$ cat config.mk
export PLATFORM = sky130hd
export DESIGN_NAME = alu_txn_sched
export DESIGN_NICKNAME = d
export VERILOG_FILES = /design/src/rtl/alu_sched_pkg.sv /design/src/rtl/alu_rr_arbiter.sv /design/src/rtl/alu_txn_sched.sv
export SDC_FILE = /design/constraint.sdc
export NUM_CORES = 1
export LEC_CHECK = 0
export ABC_AREA = 1
export CAP_MARGIN = 20
export CORE_MARGIN = 1.5
export CORE_UTILIZATION = 40
export CTS_BUF_LIST = sky130_fd_sc_hd__clkbuf_16
export CTS_CLUSTER_SIZE = 10
export DETAILED_ROUTE_END_ITERATION = 8
export PLACE_DENSITY = 0.69
export SYNTH_ARGS = -nofsm -noshare
export SYNTH_HDL_FRONTEND = slang
export SYNTH_SLANG_ARGS = --single-unit
$ cat constraint.sdc
create_clock -name clk -period 2.45 [get_ports clk]
set_clock_uncertainty 0.1 [all_clocks]
set_input_delay 0.3675 -clock clk [delete_from_list [all_inputs] [get_ports clk]]
set_output_delay 0.3675 -clock clk [all_outputs]
set_load 0.01 [all_outputs]
$ cat src/rtl/alu_sched_pkg.sv
// Shared types, constants and word-building helpers for the ALU transaction scheduler.
// Latency: none (declarations and pure functions only).
// Backpressure: not applicable.
package alu_sched_pkg;

    localparam int WORD_W   = 10;
    localparam int RSP_BITS = 30;
    localparam int MAX_OPS  = 7;

    typedef enum logic [7:0] {
        CMD_NOP = 8'h00,
        CMD_AND = 8'h01,
        CMD_OR  = 8'h02,
        CMD_XOR = 8'h03,
        CMD_ADD = 8'h10,
        CMD_SUB = 8'h20
    } operation_t;

    typedef enum logic [7:0] {
        S_NO_ERROR             = 8'h00,
        S_MISSING_DATA         = 8'h01,
        S_DATA_STACK_OVERFLOW  = 8'h02,
        S_OUTPUT_FIFO_OVERFLOW = 8'h04,
        S_DATA_PARITY_ERROR    = 8'h10,
        S_COMMAND_PARITY_ERROR = 8'h20,
        S_INVALID_COMMAND      = 8'h80
    } status_t;

    typedef enum logic [2:0] {
        IDLE,
        SEND,
        WAIT,
        RECV,
        RESP
    } sched_state_t;

    // Control bit, payload, then the bit that makes the whole word XOR to 1.
    function automatic logic [WORD_W-1:0] mk_word(input logic ctl, input logic [7:0] b);
        return {ctl, b, ~(ctl ^ (^b))};
    endfunction

    // The DUT needs at least two operands; a 3-bit count cannot exceed MAX_OPS.
    function automatic logic [2:0] clamp_cnt(input logic [2:0] c);
        return (c < 3'd2) ? 3'd2 : c;
    endfunction

endpackage

$ cat src/rtl/alu_rr_arbiter.sv
// Round-robin arbiter: picks the first active request at or after the rotating pointer.
// Latency: grant is combinational; pointer advances on the edge where upd is high.
// Backpressure: the pointer only moves when the caller accepts the grant (upd).
module alu_rr_arbiter #(
    parameter int N_REQ = 2,
    parameter int IW    = (N_REQ > 1) ? $clog2(N_REQ) : 1
) (
    input  logic             clk,
    input  logic             rst,
    input  logic [N_REQ-1:0] req,
    input  logic             upd,
    output logic [IW-1:0]    gnt_idx,
    output logic             gnt_any
);

    logic [IW-1:0] ptr;
    logic [IW-1:0] cand;

    // Scan from the farthest offset back to the pointer so the nearest hit wins.
    always_comb begin
        gnt_any = 1'b0;
        gnt_idx = '0;
        cand    = '0;
        for (int i = N_REQ - 1; i >= 0; i--) begin
            cand = IW'((int'(ptr) + i) % N_REQ);
            if (req[cand]) begin
                gnt_any = 1'b1;
                gnt_idx = cand;
            end
        end
    end

    // The requester after the winner gets top priority next time.
    always_ff @(posedge clk) begin
        if (rst) begin
            ptr <= '0;
        end else if (upd && gnt_any) begin
            ptr <= (gnt_idx == IW'(N_REQ - 1)) ? '0 : gnt_idx + IW'(1);
        end
    end

endmodule

$ cat src/rtl/alu_txn_sched.sv
// Serializes one arbitrated request at a time to the bit-serial ALU and returns its response.
// Latency: (cnt+1)*10 send + 1 + DUT wait + 30 receive + 1 cycles from grant.
// Backpressure: requesters hold req_valid until req_ready; responses are pulses with no stall.
module alu_txn_sched
    import alu_sched_pkg::*;
#(
    parameter int N_REQ   = 2,
    parameter int TIMEOUT = 256
) (
    input  logic                     clk,
    input  logic                     rst,
    input  logic [N_REQ-1:0]         req_valid,
    output logic [N_REQ-1:0]         req_ready,
    input  logic [N_REQ*8-1:0]       req_op,
    input  logic [N_REQ*3-1:0]       req_cnt,
    input  logic [N_REQ*56-1:0]      req_data,
    output logic [N_REQ-1:0]         rsp_valid,
    output logic [7:0]               rsp_status,
    output logic [15:0]              rsp_result,
    output logic [1:0]               rsp_err,
    output logic                     din,
    output logic                     enable_n,
    input  logic                     dout,
    input  logic                     dout_valid
);

    localparam int IW = (N_REQ > 1) ? $clog2(N_REQ) : 1;
    localparam int TW = $clog2(TIMEOUT + 1);

    sched_state_t          state;
    logic [IW-1:0]         gnt_idx;
    logic                  gnt_any;
    logic                  arb_upd;
    logic [IW-1:0]         owner;
    logic [N_REQ-1:0]      gnt_oh;
    logic [N_REQ-1:0]      owner_oh;
    logic [7:0]            op_q;
    logic [2:0]            cnt_q;
    logic [8*MAX_OPS-1:0]  data_q;
    logic [3:0]            word_idx;
    logic [3:0]            bit_pos;
    logic [WORD_W-1:0]     cur_word;
    logic                  send_done;
    logic [TW-1:0]         wait_cnt;
    logic [4:0]            rx_cnt;
    logic [RSP_BITS-2:0]   rx_sh;
    logic [RSP_BITS-1:0]   rx_full;
    logic                  par_err;

    alu_rr_arbiter #(
        .N_REQ (N_REQ),
        .IW    (IW)
    ) u_arb (
        .clk     (clk),
        .rst     (rst),
        .req     (req_valid),
        .upd     (arb_upd),
        .gnt_idx (gnt_idx),
        .gnt_any (gnt_any)
    );

    assign arb_upd  = (state == IDLE) && gnt_any;
    assign gnt_oh   = N_REQ'(1) << gnt_idx;
    assign owner_oh = N_REQ'(1) << owner;

    // Operand words come from the low byte of the shifting data copy; the last word is the command.
    always_comb begin
        cur_word = mk_word(1'b1, op_q);
        if (word_idx < {1'b0, cnt_q}) begin
            cur_word = mk_word(1'b0, data_q[7:0]);
        end
    end

    assign send_done = (word_idx == ({1'b0, cnt_q} + 4'd1));

    // Response bits arrive MSB first: status word, result high, result low.
    assign rx_full = {rx_sh, dout};
    assign par_err = (^rx_full[29:20]) | (^rx_full[19:10]) | (^rx_full[9:0]);

    // Scheduler FSM with all serial-port and response outputs registered.
    always_ff @(posedge clk) begin
        if (rst) begin
            state      <= IDLE;
            req_ready  <= '0;
            rsp_valid  <= '0;
            rsp_status <= '0;
            rsp_result <= '0;
            rsp_err    <= '0;
            din        <= 1'b0;
            enable_n   <= 1'b1;
            owner      <= '0;
            op_q       <= '0;
            cnt_q      <= 3'd2;
            data_q     <= '0;
            word_idx   <= '0;
            bit_pos    <= '0;
            wait_cnt   <= '0;
            rx_cnt     <= '0;
            rx_sh      <= '0;
        end else begin
            req_ready <= '0;
            rsp_valid <= '0;
            case (state)
                IDLE: begin
                    if (gnt_any) begin
                        owner     <= gnt_idx;
                        op_q      <= req_op[int'(gnt_idx)*8 +: 8];
                        cnt_q     <= clamp_cnt(req_cnt[int'(gnt_idx)*3 +: 3]);
                        data_q    <= req_data[int'(gnt_idx)*56 +: 56];
                        req_ready <= gnt_oh;
                        word_idx  <= '0;
                        bit_pos   <= '0;
                        state     <= SEND;
                    end
                end
                SEND: begin
                    if (send_done) begin
                        enable_n <= 1'b1;
                        din      <= 1'b0;
                        wait_cnt <= '0;
                        state    <= WAIT;
                    end else begin
                        enable_n <= 1'b0;
                        din      <= cur_word[4'(WORD_W - 1) - bit_pos];
                        if (bit_pos == 4'(WORD_W - 1)) begin
                            bit_pos  <= '0;
                            word_idx <= word_idx + 4'd1;
                            if (word_idx < {1'b0, cnt_q}) begin
                                data_q <= data_q >> 8;
                            end
                        end else begin
                            bit_pos <= bit_pos + 4'd1;
                        end
                    end
                end
                WAIT: begin
                    if (dout_valid) begin
                        rx_sh  <= {{(RSP_BITS-2){1'b0}}, dout};
                        rx_cnt <= 5'd1;
                        state  <= RECV;
                    end else if (wait_cnt == TW'(TIMEOUT - 1)) begin
                        rsp_status <= '0;
                        rsp_result <= '0;
                        rsp_err    <= 2'b10;
                        rsp_valid  <= owner_oh;
                        state      <= RESP;
                    end else begin
                        wait_cnt <= wait_cnt + TW'(1);
                    end
                end
                RECV: begin
                    if (rx_cnt == 5'(RSP_BITS - 1)) begin
                        rsp_status <= rx_full[28:21];
                        rsp_result <= {rx_full[18:11], rx_full[8:1]};
                        rsp_err    <= {1'b0, par_err};
                        rsp_valid  <= owner_oh;
                        state      <= RESP;
                    end else begin
                        rx_sh  <= rx_full[RSP_BITS-2:0];
                        rx_cnt <= rx_cnt + 5'd1;
                    end
                end
                RESP: begin
                    state <= IDLE;
                end
                default: begin
                    state <= IDLE;
                end
            endcase
        end
    end

endmodule

# After elaboration in Yosys (flattened, before gate mapping)
# Index checks and enable logic that the tools add are counted.
# classes
addsub,8
mul,2
order_cmp,5
eq_ne,19
shifts,5
n_mux,59
bitwise,5
reduce_logical,20
# ops
cell,count
$mux W56,4
$pmux W56 S2,1
$shiftx A112 B8 Y56,1
$mux W29,2
$pmux W29 S2,1
$mux W16,3
$pmux W16 S2,1
$reduce_xor A10 Y1,3
$mux W9,3
$mux W8,3
$ne A2 B2 Y1 const B,11
$mux W4,5
$mux W3,6
$pmux W9 S2,1
$pmux W4 S2,2
$pmux W8 S2,1
$reduce_and A4 Y1,4
$reduce_xor A8 Y1,2
$shiftx A16 B5 Y8,1
$mux W1,12
$mux W2,6
$pmux W3 S4,1
$mux W10,1
$mux W5,2
33 further kinds,46
# totals
register_bits,155
inputBits,140
output_inout_bits,32

# Logic depth before layout (Yosys ltp)
# Gate-level depths: netlist (run 1).
# depth
depth_word,9
mapped_depth,16
mapped_depth_nobuf,16

# Cells and area by module
# From an unflattened synthesis (run 1), not the netlist that was laid out.
# unflattened
hier_cells,1154
area_unflattened_um2,7936.4
# by_module_without_submodules
module,instances,cells_each,area_per_inst_um2
alu_txn_sched,1,1146,7877.6
alu_rr_arbiter,1,8,58.8

# Least setup slack after synthesis (run 1)
# Ideal clock, no wire load.
# synth_path
path_kind,register to register
start,"register, netlist name wait_cnt[0]"
end,register data_q[40]
arrival_ps,1862
setup_slack_ps,374
path_stages_with_launch,17
path_buffers,2
synth_period_minus_slack_ps,2076
path_cell_list,dfxtp_1 > ha_1 > nand3_1 > nor2_1 > inv_1 > nor2_1 > ha_1 > o21ai_0 > nand2_1 > inv_2 > nand3_4 > nand3_2 > buf_6 > buf_6 > nand2_1 > nand2_1 > nor2_1
# synth_lines
element,line_no,source
end signal: assignment,alu_txn_sched.sv:109,data_q <= req_data[int'(gnt_idx)*56 +: 56];
end signal: assignment,alu_txn_sched.sv:129,data_q <= data_q >> 8;
end: declaration,alu_txn_sched.sv:39,logic [8*MAX_OPS-1:0] data_q;

# Worst setup path in the final report (run 1)
# layout_path
start,register cnt_q[0]
end,register data_q[26]
# layout_between
elab_chain_len,4
elab_cells_between_ends,6
classes_between,1 x add/sub; 1 x order compare; 3 x eq/ne; 1 x reduce/logical
# layout_rtl
element,line_no,source
start: declaration,alu_txn_sched.sv:38,logic [2:0] cnt_q;
start signal: assignment,alu_txn_sched.sv:108,cnt_q <= clamp_cnt(req_cnt[int'(gnt_idx)*3 +: 3]);
$add A3 B1 Y4,alu_txn_sched.sv:74,"assign send_done = (word_idx == ({1'b0, cnt_q} + 4'd1));"
$eq A4 B4 Y1,alu_txn_sched.sv:74,
$ne A2 B2 Y1 (no line),--,
$reduce_and A5 Y1 (no line) *,--,
# Mark *: on every way between the ends. The rest lies on a longest branch, timed or not.
# A chain may end at the register's enable or synchronous reset.

==> results of run 1 <==
## routing by layer
metal / part of all wire [%] / up-vias / GRT usage, %
met5: 0 / - / 0
met4: 2.0 / 0 / 6.75
met3: 4.1 / 30 / 4.32
met2: 49 / 151 / 36.6
met1: 45 / 3805 / 25.4
li1: - / 4482 / -
## state kept, by name, summed over array words and instances, names as in the netlist
name,cells
din,1
bit_pos,4
state,3
op_q,8
req_ready,2
cnt_q,3
enable_n,1
data_q,56
rsp_valid,2
owner,1
wait_cnt,9
u_arb.ptr,1
rsp_status,8
rsp_err,2
word_idx,4
rsp_result,16
rx_sh,29
rx_cnt,5
## stage by stage
step | worst slack (ps) | total power [µW] | TNS, ps
final | 140 | 13000 | 0
after detailed placement | 148 | 9660 | 0
after CTS | 155 | 12300 | 0
after global routing | -1.49 | 14200 | -1.49
after global placement | 192 | 9530 | 0
after floorplan | 374 | 8330 | 0
## area by class of cell
type | instances | area (µm²) | share of cell area [%]
multi-input cells | 980 | 4460 | 40.2
flip-flops and latches | 155 | 3110 | 28.0
repair buffers | 204 | 2120 | 19.1
inverters | 126 | 474 | 4.28
clock buffers | 17 | 425 | 3.84
well taps | 270 | 338 | 3.05
clock inverters | 15 | 170 | 1.53
## timing repair
| item | 4_1_cts | 5_1_grt |
|---|---|---|
| buffers inserted | 0 | 2 |
| resized for setup | 0 | 5 |
| endpoints found under the setup margin | 0 | 41 |
## worst max path at each step
stage            startpoint         end  slack, ps  cells after the start
2_1_floorplan   wait_cnt[0]  data_q[40]        370                     16
3_3_place_gp   req_valid[0]    cnt_q[0]        190                      8
3_5_place_dp   req_valid[0]    cnt_q[0]        150                      8
4_1_cts         wait_cnt[0]  data_q[49]        150                     15
5_1_grt         wait_cnt[0]  data_q[47]         -1                     15
6_report           cnt_q[0]  data_q[26]        140                     12
## kinds of logic after synthesis
kind of cell,share of synthesized area (%)
buf+inv,9.59
compound gates,11.6
flops,37.2
mux,0.120
simple gates,36.3
xor+xnor,3.36
fa+ha+maj,1.80
## worst max-delay path, delay by kind of cell (launching register included)
| kind | cells | cell delay, ps |
|---|---|---|
| flip-flops | 1 | 420 |
| buffers and inverters | 2 | 360 |
| AND/OR/NAND/NOR | 8 | 900 |
| adder cells (fa/ha/maj) | 1 | 270 |
| XOR/XNOR | 1 | 140 |
## synth_stat cells
master	n
nand2_1	480
nand4_1	8
mux2i_1	1
buf_2	8
buf_1	7
o21ai_2	1
ha_1	12
buf_6	9
nor3_1	9
nor2_2	3
a21oi_1	128
xnor2_1	23
clkinv_2	1
o21bai_1	1
or2_2	3
o31ai_1	1
xor2_1	9
nand2_2	1
inv_1	118
nand3b_1	2
nand3_4	1
and3_1	1
dfxtp_1	155
inv_2	3
a211oi_1	1
o21ai_0	51
nand4_2	1
o211ai_1	2
nor2_1	141
clkinv_1	4
a22oi_1	2
a31oi_1	1
o21ai_1	1
nand2_4	1
nor3b_1	3
nand3_2	2
nand3_1	90
clkbuf_1	42
## where the power goes
group	switching, µW	leakage (µW)	internal [µW]
logic	4050	0.00333	2770
registers	420	0.00127	3150
clock network	1250	0.000293	1380
==> results.yml, run 1 <==
run_status:
  status: "finished, final reports clean"
floorplanning:
  die_x_um: 147
  die_h_um: 147
  core_area_mm2: 0.0204
  dieArea_mm2: 0.0217
  pin_count: 172
  rows: 52
  initial_core_util_pct: 40.9
final_layout:
  final_area_mm2: 0.0111
  fillers: 2013
  finalNetCount: 1636
  final_common_cell: "nand2_1"
  antenna_cells: 0
  finalNonFillerCells: 1767
  layout-drive-gt1-share_pct: 6.01
  syn_to_final_growth_pct: 33.0
  final_cell_mix: "nand2_1, clkdlybuf4s50_1, dfxtp_1"
  final_util_pct: 54.4
logic_synthesis:
  synth_cell_types: 38
  synth_nets: 1479
  seq_area_frac_synth_pct: 37.2
  synth.top_cells.by_area: "dfxtp_1, nand2_1, a21oi_1"
  synth_top_cell_area_share_pct: 37.2
  ys_ff_latch: 155
  avgSynthCellArea_um2: 6.28
  synth_largest_area_cell: "dfxtp_1"
  synth_cells: 1327
  yosysWarnings: 0
  netlist_area_mm2: 0.00834
critical_path:
  path_max_fanout: 26
  cp-end-kind: "register"
  arrival_ps: 2540
  worstSetupPathType: "reg -> reg"
  r2r_slack_ps: 140
  crit_chain: "ha_1, xor2_1, nor2_1, nand4_2, nand2_4, nand3_4, nand3_4, buf_12, clkbuf_16, nand2_1, nand2_1, nor2_1"
  crit_path_top_delay_cell: "dfxtp_1"
  worstPathRequired_ps: 2680
  reg2reg_depth: 12
  r2r-start: "cnt_q[0]"
  setup.worst_path.start_class: "register"
  rr_endpoint: "data_q[26]"
  slowest_delay_ps: 420
clocking:
  cts-htree-levels: 4
  insertion_delay_ps: 430
  postCtsHoldBufs: 0
  cts_tree: "built"
  clockBufferDepth: 2
  cts_root_buf: "clkbuf_16"
  cts_buffers: 17
  path_clk_slew_ps: 70
  cts.sinks: 155
timing:
  slew_headroom_pct: 56.3
  fmax_mhz: 433
  fin_crit_ps: 2310
  setup_viol: 0
  fin_hold_ws_ps: 166
  worst_pin_slew_ps: 655
  period_share_pct: 94.3
  drv_slew: 0
  hold_viol: 0
pwr:
  vdd_ir_drop_max_mv: 0.627
  powerDensity_mw_per_mm2: 1170
  leakage_uw: 0.00489
hold_path:
  whs_path_depth: 4
  worstHoldPathType: "in -> reg"
  min_from: "rst"
  min_to: "rx_cnt[0]"
routing:
  wl_per_cell_um: 12.9
  first_iter_violations: 478
  post_drt_via_cell_ratio: 4.79
  drc: 0
  routed_wl_mm: 22.8
  vias: 8468
  drtPass1Iterations: 6
  antenna_left: 0
global_routing:
  grt_max_degree: 61
  grt_pass1_wl_mm: 37.0
  grt_pass1_vias: 7884
  grt_usage_pct: 20.8
  grt_antenna_before_repair: 0
  grt_remaining_overflow: 0
placement:
  gp_congestion: 0.827
  dp.cells: 1727
  placedInstanceArea_mm2: 0.0103
  numPortBuffers: 171
  dp_hpwl_mm: 15.5
run:
  cap_viol_max_count: 0
(Power assumes the default switching activity.)
==> run 2, diff against run 1 <==
--- a/config.mk
+++ b/config.mk
@@ -9,7 +9,6 @@
 export CAP_MARGIN = 20
 export CORE_MARGIN = 1.5
 export CORE_UTILIZATION = 40
-export CTS_BUF_LIST = sky130_fd_sc_hd__clkbuf_16
 export CTS_CLUSTER_SIZE = 10
 export DETAILED_ROUTE_END_ITERATION = 8
 export PLACE_DENSITY = 0.69
==> results of run 2 <==
Final layout, timing and power as in run 1 (identical DEF).
